<file path="config.mk">
export PLATFORM = sky130hd
export DESIGN_NAME = p_strb_splitter
export DESIGN_NICKNAME = d
export VERILOG_FILES = /design/src/rtl/p_strb_splitter.sv
export SDC_FILE = /design/constraint.sdc
export NUM_CORES = 1
export LEC_CHECK = 0
export CAP_MARGIN = 10
export CORE_UTILIZATION = 45
export DETAILED_ROUTE_END_ITERATION = 8
export PLACE_DENSITY = 0.75
export SETUP_SLACK_MARGIN = 0.05
export SLEW_MARGIN = 15
export SYNTH_ARGS = -nofsm -noshare
export SYNTH_HDL_FRONTEND = slang
export SYNTH_SLANG_ARGS = --single-unit
</file>
<file path="constraint.sdc">
create_clock -name clk -period 4.7 [get_ports clk]
set_input_delay 0.47 -clock clk [delete_from_list [all_inputs] [get_ports clk]]
set_output_delay 0.47 -clock clk [all_outputs]
set_load 0.005 [all_outputs]
</file>
<file path="src/rtl/p_strb_splitter.sv">
// p_strb_splitter
// Write-strobe generator and width splitter for the AHB-to-APB bridge write
// path. Takes one captured AHB write request, masks its strobes to the bytes
// that the size/address actually cover, and issues it as a sequence of
// PDATA_W-bit APB beats. Beats with no enabled byte are skipped, and an
// illegal size/alignment produces a one-cycle size_err pulse instead of beats.
//
// Ports:
//   clk        - clock, all logic on the rising edge
//   rst        - synchronous active-high reset
//   req_valid  - request present (sampled only while req_ready=1)
//   req_ready  - block can accept a request
//   req_addr   - transfer address (HADDR)
//   req_size   - transfer size (HSIZE), bytes = 2^req_size
//   req_wstrb  - AHB write strobes, one per AHB byte lane
//   req_wdata  - AHB write data
//   beat_valid - APB beat available
//   beat_ready - APB FSM consumes the beat
//   beat_addr  - PB-aligned beat address
//   beat_wdata - beat data slice
//   beat_strb  - beat PSTRB
//   beat_last  - final beat of the request
//   size_err   - one-cycle pulse for an illegal request
//
// The design assumes HDATA_W >= 16 (at least two AHB byte lanes) and
// ADDR_W >= 8.

module p_strb_splitter #(
    parameter int HDATA_W = 64,
    parameter int PDATA_W = 32,
    parameter int ADDR_W  = 32
) (
    input  logic                   clk,
    input  logic                   rst,
    input  logic                   req_valid,
    output logic                   req_ready,
    input  logic [ADDR_W-1:0]      req_addr,
    input  logic [2:0]             req_size,
    input  logic [HDATA_W/8-1:0]   req_wstrb,
    input  logic [HDATA_W-1:0]     req_wdata,
    output logic                   beat_valid,
    input  logic                   beat_ready,
    output logic [ADDR_W-1:0]      beat_addr,
    output logic [PDATA_W-1:0]     beat_wdata,
    output logic [PDATA_W/8-1:0]   beat_strb,
    output logic                   beat_last,
    output logic                   size_err
);

    localparam int HB    = HDATA_W / 8;
    localparam int PB    = PDATA_W / 8;
    localparam int NBEAT = HDATA_W / PDATA_W;
    localparam int HB_LG = $clog2(HB);

    typedef enum logic [1:0] {
        ST_IDLE = 2'd0,
        ST_SEND = 2'd1,
        ST_ERR  = 2'd2
    } state_t;

    state_t               state_r;
    state_t               next_state_s;

    // Captured request: address, data, effective strobes and pending beats.
    logic [ADDR_W-1:0]    addr_r;
    logic [HDATA_W-1:0]   wdata_r;
    logic [HB-1:0]        eff_r;
    logic [NBEAT-1:0]     pend_r;

    logic [ADDR_W-1:0]    addr_n_s;
    logic [HDATA_W-1:0]   wdata_n_s;
    logic [HB-1:0]        eff_n_s;
    logic [NBEAT-1:0]     pend_n_s;

    // Request decode.
    logic [8:0]           size_bytes_s;
    logic [7:0]           low_mask_s;
    logic [HB_LG-1:0]     off_s;
    logic                 legal_s;
    logic [HB-1:0]        mask_s;
    logic [HB-1:0]        eff_calc_s;
    logic [NBEAT-1:0]     pend_calc_s;
    logic [NBEAT-1:0]     lowbit_s;

    // Next values of the registered outputs.
    int                   sel_s;
    logic                 req_ready_n_s;
    logic                 size_err_n_s;
    logic                 beat_valid_n_s;
    logic [ADDR_W-1:0]    beat_addr_n_s;
    logic [PDATA_W-1:0]   beat_wdata_n_s;
    logic [PB-1:0]        beat_strb_n_s;
    logic                 beat_last_n_s;

    // Decode legality, byte mask, effective strobes and pending beats of the incoming request.
    always_comb begin
        size_bytes_s = 9'd1 << req_size;
        low_mask_s   = size_bytes_s[7:0] - 8'd1;
        off_s        = req_addr[HB_LG-1:0];
        legal_s      = (req_size <= 3'(HB_LG)) && ((req_addr[7:0] & low_mask_s) == 8'd0);
        for (int k = 0; k < HB; k++) begin
            mask_s[k] = (k >= int'(off_s)) && (k < int'(off_s) + int'(size_bytes_s));
        end
        eff_calc_s = req_wstrb & mask_s;
        if (eff_calc_s == {HB{1'b0}}) begin
            // No enabled byte: still issue the beat holding the start byte so
            // the APB side sees a (strb 0) write and the transfer completes.
            for (int i = 0; i < NBEAT; i++) begin
                pend_calc_s[i] = (i == int'(off_s) / PB);
            end
        end else begin
            for (int i = 0; i < NBEAT; i++) begin
                pend_calc_s[i] = |eff_calc_s[i*PB +: PB];
            end
        end
    end

    // Isolate the lowest pending beat, i.e. the one currently presented.
    always_comb begin
        lowbit_s = pend_r & (~pend_r + NBEAT'(1'b1));
    end

    // Next-state logic, including capture of the request and retirement of beats.
    always_comb begin
        next_state_s = state_r;
        addr_n_s     = addr_r;
        wdata_n_s    = wdata_r;
        eff_n_s      = eff_r;
        pend_n_s     = pend_r;
        case (state_r)
            ST_IDLE: begin
                if (req_valid && req_ready) begin
                    addr_n_s  = req_addr;
                    wdata_n_s = req_wdata;
                    eff_n_s   = eff_calc_s;
                    if (legal_s) begin
                        pend_n_s     = pend_calc_s;
                        next_state_s = ST_SEND;
                    end else begin
                        pend_n_s     = {NBEAT{1'b0}};
                        next_state_s = ST_ERR;
                    end
                end else begin
                    next_state_s = ST_IDLE;
                end
            end
            ST_SEND: begin
                // beat_valid is high throughout SEND, so beat_ready alone is the handshake.
                if (beat_ready) begin
                    pend_n_s = pend_r & ~lowbit_s;
                    if ((pend_r & ~lowbit_s) == {NBEAT{1'b0}}) begin
                        next_state_s = ST_IDLE;
                    end else begin
                        next_state_s = ST_SEND;
                    end
                end else begin
                    next_state_s = ST_SEND;
                end
            end
            ST_ERR: begin
                next_state_s = ST_IDLE;
            end
            default: begin
                pend_n_s     = {NBEAT{1'b0}};
                next_state_s = ST_IDLE;
            end
        endcase
    end

    // Output decode from the next state so that every output leaves a flop.
    always_comb begin
        req_ready_n_s  = (next_state_s == ST_IDLE);
        size_err_n_s   = (next_state_s == ST_ERR);
        beat_valid_n_s = 1'b0;
        beat_addr_n_s  = {ADDR_W{1'b0}};
        beat_wdata_n_s = {PDATA_W{1'b0}};
        beat_strb_n_s  = {PB{1'b0}};
        beat_last_n_s  = 1'b0;
        sel_s          = 0;
        // Scan downwards so the lowest pending beat wins.
        for (int i = NBEAT - 1; i >= 0; i--) begin
            sel_s = pend_n_s[i] ? i : sel_s;
        end
        if (next_state_s == ST_SEND) begin
            beat_valid_n_s = 1'b1;
            beat_addr_n_s  = {addr_n_s[ADDR_W-1:HB_LG], {HB_LG{1'b0}}} | ADDR_W'(sel_s * PB);
            beat_wdata_n_s = wdata_n_s[sel_s*PDATA_W +: PDATA_W];
            beat_strb_n_s  = eff_n_s[sel_s*PB +: PB];
            beat_last_n_s  = ((pend_n_s & (pend_n_s - NBEAT'(1'b1))) == {NBEAT{1'b0}});
        end else begin
            beat_valid_n_s = 1'b0;
        end
    end

    // State, captured request and output registers with synchronous reset.
    always_ff @(posedge clk) begin
        if (rst) begin
            state_r    <= ST_IDLE;
            addr_r     <= {ADDR_W{1'b0}};
            wdata_r    <= {HDATA_W{1'b0}};
            eff_r      <= {HB{1'b0}};
            pend_r     <= {NBEAT{1'b0}};
            req_ready  <= 1'b0;
            size_err   <= 1'b0;
            beat_valid <= 1'b0;
            beat_addr  <= {ADDR_W{1'b0}};
            beat_wdata <= {PDATA_W{1'b0}};
            beat_strb  <= {PB{1'b0}};
            beat_last  <= 1'b0;
        end else begin
            state_r    <= next_state_s;
            addr_r     <= addr_n_s;
            wdata_r    <= wdata_n_s;
            eff_r      <= eff_n_s;
            pend_r     <= pend_n_s;
            req_ready  <= req_ready_n_s;
            size_err   <= size_err_n_s;
            beat_valid <= beat_valid_n_s;
            beat_addr  <= beat_addr_n_s;
            beat_wdata <= beat_wdata_n_s;
            beat_strb  <= beat_strb_n_s;
            beat_last  <= beat_last_n_s;
        end
    end

endmodule

</file>
==> insert_results.sql <==
INSERT INTO impl_metrics (metric_group, metric, value, unit) VALUES
('synth', 'post_synth.cell_area_avg', '9.62', 'sq um'),
('power', 'static-leakage-power', '3.71', 'nW'),
('setup_path', 'path_class', 'in2reg', ''),
('cts', 'cts_tree', 'yes', ''),
('floorplan', 'die_height', '123', 'microns'),
('place', 'routabilityCongestion', '0.901', ''),
('detailed_routing', 'ratio_of_routed_vias_to_standard_cells', '5.08', ''),
('floorplan', 'floorplan.die_area', '15200', 'sq um'),
('synth', 'synth-edff-count', '0', ''),
('synth', 'netlist-cell-type-count', '53', ''),
('power', 'combinationalPowerShare', '0.098', ''),
('finish', 'design_area', '9090', 'sq um'),
('hold_path', 'worstHoldPathType', 'reg2reg', ''),
('setup_path', 'startpoint_class_of_the_critical_path', 'input port', ''),
('synth', 'sequential_fraction_of_the_synthesis_area', '0.529', ''),
('detailed_routing', 'wl_final', '15700', 'microns'),
('global_route', 'grt-ovfl-total', '0', ''),
('finish', 'antenna-diode-count', '0', ''),
('floorplan', 'die_w', '123', 'microns'),
('power', 'netsw', '0.768', 'mW'),
('power', 'seq_power_share', '0.472', ''),
('global_route', 'grt_util_all_layers', '0.203', ''),
('cts', 'clock_tree.root_cell', 'sky130_fd_sc_hd__clkbuf_16', ''),
('synth', 'syn-instance-count', '689', ''),
('floorplan', 'initial_core_util', '0.468', ''),
('finish', 'nets', '963', ''),
('floorplan', 'io_pins', '183', ''),
('detailed_routing', 'drt_iter0_markers', '318', ''),
('timing', 'timing.setup.tns', '0', 'ns'),
('setup_path', 'cp_data_arrival_time', '4.29', 'ns'),
('global_route', 'antenna_violations_before_repair', '0', ''),
('place', 'dp_hpwl', '10300', 'microns'),
('cts', 'insertion_delay', '0.43', 'ns'),
('power', 'power_frac_clock', '0.430', ''),
('synth', 'asr_flop_ratio_synth', '0', ''),
('synth', 'synth_warnings', '0', ''),
('detailed_routing', 'post_detailed_route_count_of_antenna_violating_nets', '0', ''),
('cts', 'cts_hold_buf', '0', ''),
('power', 'design_power_total', '3.27', 'mW'),
('cts', 'tritoncts.num_buffers', '17', ''),
('power', 'power_density', '359', 'nW/um^2'),
('cts', 'cts_max_path_buffers', '2', ''),
('cts', 'clkSinkCount', '175', ''),
('timing', 'slew_headroom', '0.389', ''),
('global_route', 'first_pass_grt_wire_length', '23900', 'microns'),
('timing', 'clock_period_minus_final_worst_setup_slack', '3.99', 'ns'),
('finish', 'signed_area_change_from_the_synthesized_netlist_to_the_final_layout', '37.2', '%'),
('timing', 'setup_repair_after_global_routing_missed_its_margin', 'false', ''),
('timing', 'worst-slew-pin-transition', '0.917', 'ns'),
('timing', 'total_count_of_max_transition_violations_in_the_final_report', '0', ''),
('floorplan', 'placement_rows', '43', ''),
('synth', 'mappedNetlistArea', '6630', 'sq um'),
('setup_path', 'element_type_at_the_critical_path_end', 'flip-flop', ''),
('power', 'vdd_drop_max', '231', 'uV'),
('cts', 'resized_after_cts', '0', ''),
('power', 'internal_power', '2.50', 'mW'),
('detailed_routing', 'drc_errors', '0', ''),
('floorplan', 'design.core.area', '14100', 'sq um'),
('cts', 'cts_htree_levels', '4', ''),
('timing', 'post-route-period-util', '0.848', ''),
('timing', 'maxClockFrequency', '251', 'MHz'),
('place', 'placedInstanceArea', '8500', 'sq um'),
('synth', 'ys.flop_type', 'sky130_fd_sc_hd__dfxtp_1', ''),
('flow_run', 'max_cap_violations', '0', ''),
('finish', 'post_route_cells_drive_above_1_share', '0.0918', ''),
('setup_path', 'worstPathRequired', '5.01', 'ns'),
('timing', 'final_hold_viol_count', '0', ''),
('detailed_routing', 'routedWlPerCell', '15.0', 'microns'),
('global_route', 'grt_max_degree', '79', ''),
('finish', 'final_cell_mix', 'sky130_fd_sc_hd__clkdlybuf4s50_1, sky130_fd_sc_hd__dfxtp_1, sky130_fd_sc_hd__nor2_1', ''),
('place', 'port_buffer_cells', '180', ''),
('detailed_routing', 'routed-via-count', '5288', ''),
('timing', 'final.setup_skew', '0.00764', 'ns'),
('setup_path', 'timing.critical_path.fanout_max', '34', ''),
('timing', 'setup_viol', '0', ''),
('run_status', 'status', 'finished clean', ''),
('cts', 'worst_setup_hold_path_clk_slew', '0.06', 'ns'),
('global_route', 'grt_pass1_vias', '5112', ''),
('power', 'power.share.switching', '0.235', ''),
('finish', 'most_common_library_cell_in_the_layout_ignoring_fill_and_taps', 'sky130_fd_sc_hd__clkdlybuf4s50_1', ''),
('cts', 'post-cts-setup-buffer-count', '0', ''),
('detailed_routing', 'detail_route.first_pass.iterations', '4', ''),
('synth', 'ys_seq_elements', '175', '');
[path summary, 6_finish.rpt]
kind,from,slack [ns],cells past startpoint,to
worst max-delay path,req_size[2],0.71,12,beat_wdata[25]$_SDFF_PP0_
worst min-delay path,wdata_r[17]$_SDFF_PP0_,0.46,2,wdata_r[17]$_SDFF_PP0_
worst max register to register,req_ready$_SDFF_PP0_,2.19,6,beat_wdata[27]$_SDFF_PP0_
worst min register to register,wdata_r[17]$_SDFF_PP0_,0.46,2,wdata_r[17]$_SDFF_PP0_
[power groups by stage]
stage / combinational, mW / sequential [mW] / clock [mW]
finish: 0.322 / 1.54 / 1.40
global route: 0.350 / 1.55 / 1.49
detailed placement: 0.320 / 1.58 / 0
global placement: 0.312 / 1.57 / 0
floorplan: 0.179 / 1.57 / 0
CTS: 0.323 / 1.54 / 1.43
[worst max-delay path, stage by stage]
cell and delay, ns:
sky130_fd_sc_hd__clkdlybuf4s50_1 0.78, sky130_fd_sc_hd__nor3_1 0.16, sky130_fd_sc_hd__ha_1 0.26, sky130_fd_sc_hd__fa_1 0.50, sky130_fd_sc_hd__nand4b_1 0.22, sky130_fd_sc_hd__mux2i_1 0.23
sky130_fd_sc_hd__nor2_2 0.12, sky130_fd_sc_hd__o31ai_1 0.42, sky130_fd_sc_hd__and3_1 0.31, sky130_fd_sc_hd__a21o_2 0.18, sky130_fd_sc_hd__buf_12 0.25, sky130_fd_sc_hd__mux2_1 0.35
[area by class of cell]
type / count / area [sq um]
inverter: 6 / 22.5
clock inverter: 13 / 154
tap: 180 / 225
clock buffer: 19 / 443
sequential: 175 / 3500
fill: 1108 / 5050
timing repair buffer: 186 / 1860
multi-input combinational: 462 / 2890
[routing by layer]
metal,GRT usage,vias up,wire length [microns]
met5,0,-,0
met4,0.0776,0,235
met3,0.0664,20,1110
met2,0.349,155,7470
met1,0.233,2500,6830
li1,-,2613,-
[cells in the mapped netlist (2+ instances only)]
cell type | instances | area, sq um
sky130_fd_sc_hd__inv_1 | 6 | 22.5
sky130_fd_sc_hd__buf_1 | 8 | 30.0
sky130_fd_sc_hd__ha_1 | 3 | 37.5
sky130_fd_sc_hd__a21o_1 | 3 | 22.5
sky130_fd_sc_hd__or3_1 | 2 | 12.5
sky130_fd_sc_hd__o21ai_0 | 9 | 45.0
sky130_fd_sc_hd__mux2_4 | 27 | 405
sky130_fd_sc_hd__a21oi_1 | 78 | 390
sky130_fd_sc_hd__buf_6 | 2 | 22.5
sky130_fd_sc_hd__mux2_1 | 4 | 45.0
sky130_fd_sc_hd__nand2b_1 | 2 | 12.5
sky130_fd_sc_hd__nor3b_1 | 2 | 15.0
sky130_fd_sc_hd__nor3_1 | 6 | 30.0
sky130_fd_sc_hd__mux2i_1 | 63 | 631
sky130_fd_sc_hd__nor2_1 | 138 | 518
sky130_fd_sc_hd__clkbuf_1 | 29 | 109
sky130_fd_sc_hd__a211oi_1 | 6 | 45.0
sky130_fd_sc_hd__buf_8 | 2 | 30.0
sky130_fd_sc_hd__nor4b_1 | 2 | 17.5
sky130_fd_sc_hd__o211ai_1 | 3 | 22.5
sky130_fd_sc_hd__buf_4 | 3 | 22.5
sky130_fd_sc_hd__dfxtp_1 | 175 | 3500
sky130_fd_sc_hd__and2_1 | 3 | 18.8
sky130_fd_sc_hd__nor2b_1 | 6 | 37.5
sky130_fd_sc_hd__nand2_1 | 76 | 285
sky130_fd_sc_hd__buf_2 | 3 | 15.0
sky130_fd_sc_hd__and3_1 | 2 | 12.5
[stage by stage]
stage,hold WS (ns),instances,utilization,setup slack [ns]
2_1_floorplan,0.444,690,-,1.27
3_3_place_gp,0.451,1009,0.601,0.614
3_5_place_dp,0.458,1009,0.601,0.377
4_1_cts,0.467,1041,0.643,0.801
5_1_grt,0.485,1041,0.643,0.543
6_report,0.465,1041,0.643,0.714
[state kept, by name (all words and copies together) (netlist names), 2 cells and up]
register and flops:
wdata_r 64, beat_wdata 32, beat_addr 30, addr_r 29, eff_r 8, beat_strb 4, pend_r 2, state_r 2
[logic make-up after synthesis]
family	synth area share
AOI/OAI and AO/OA	0.100
xor gates and xnor gates	0.00510
adders and majority gates	0.00868
buffers and inverters	0.0379
DFF	0.529
muxes	0.165
other	0.000566
and+or+nand+nor	0.154
(Power assumes the default switching activity.)
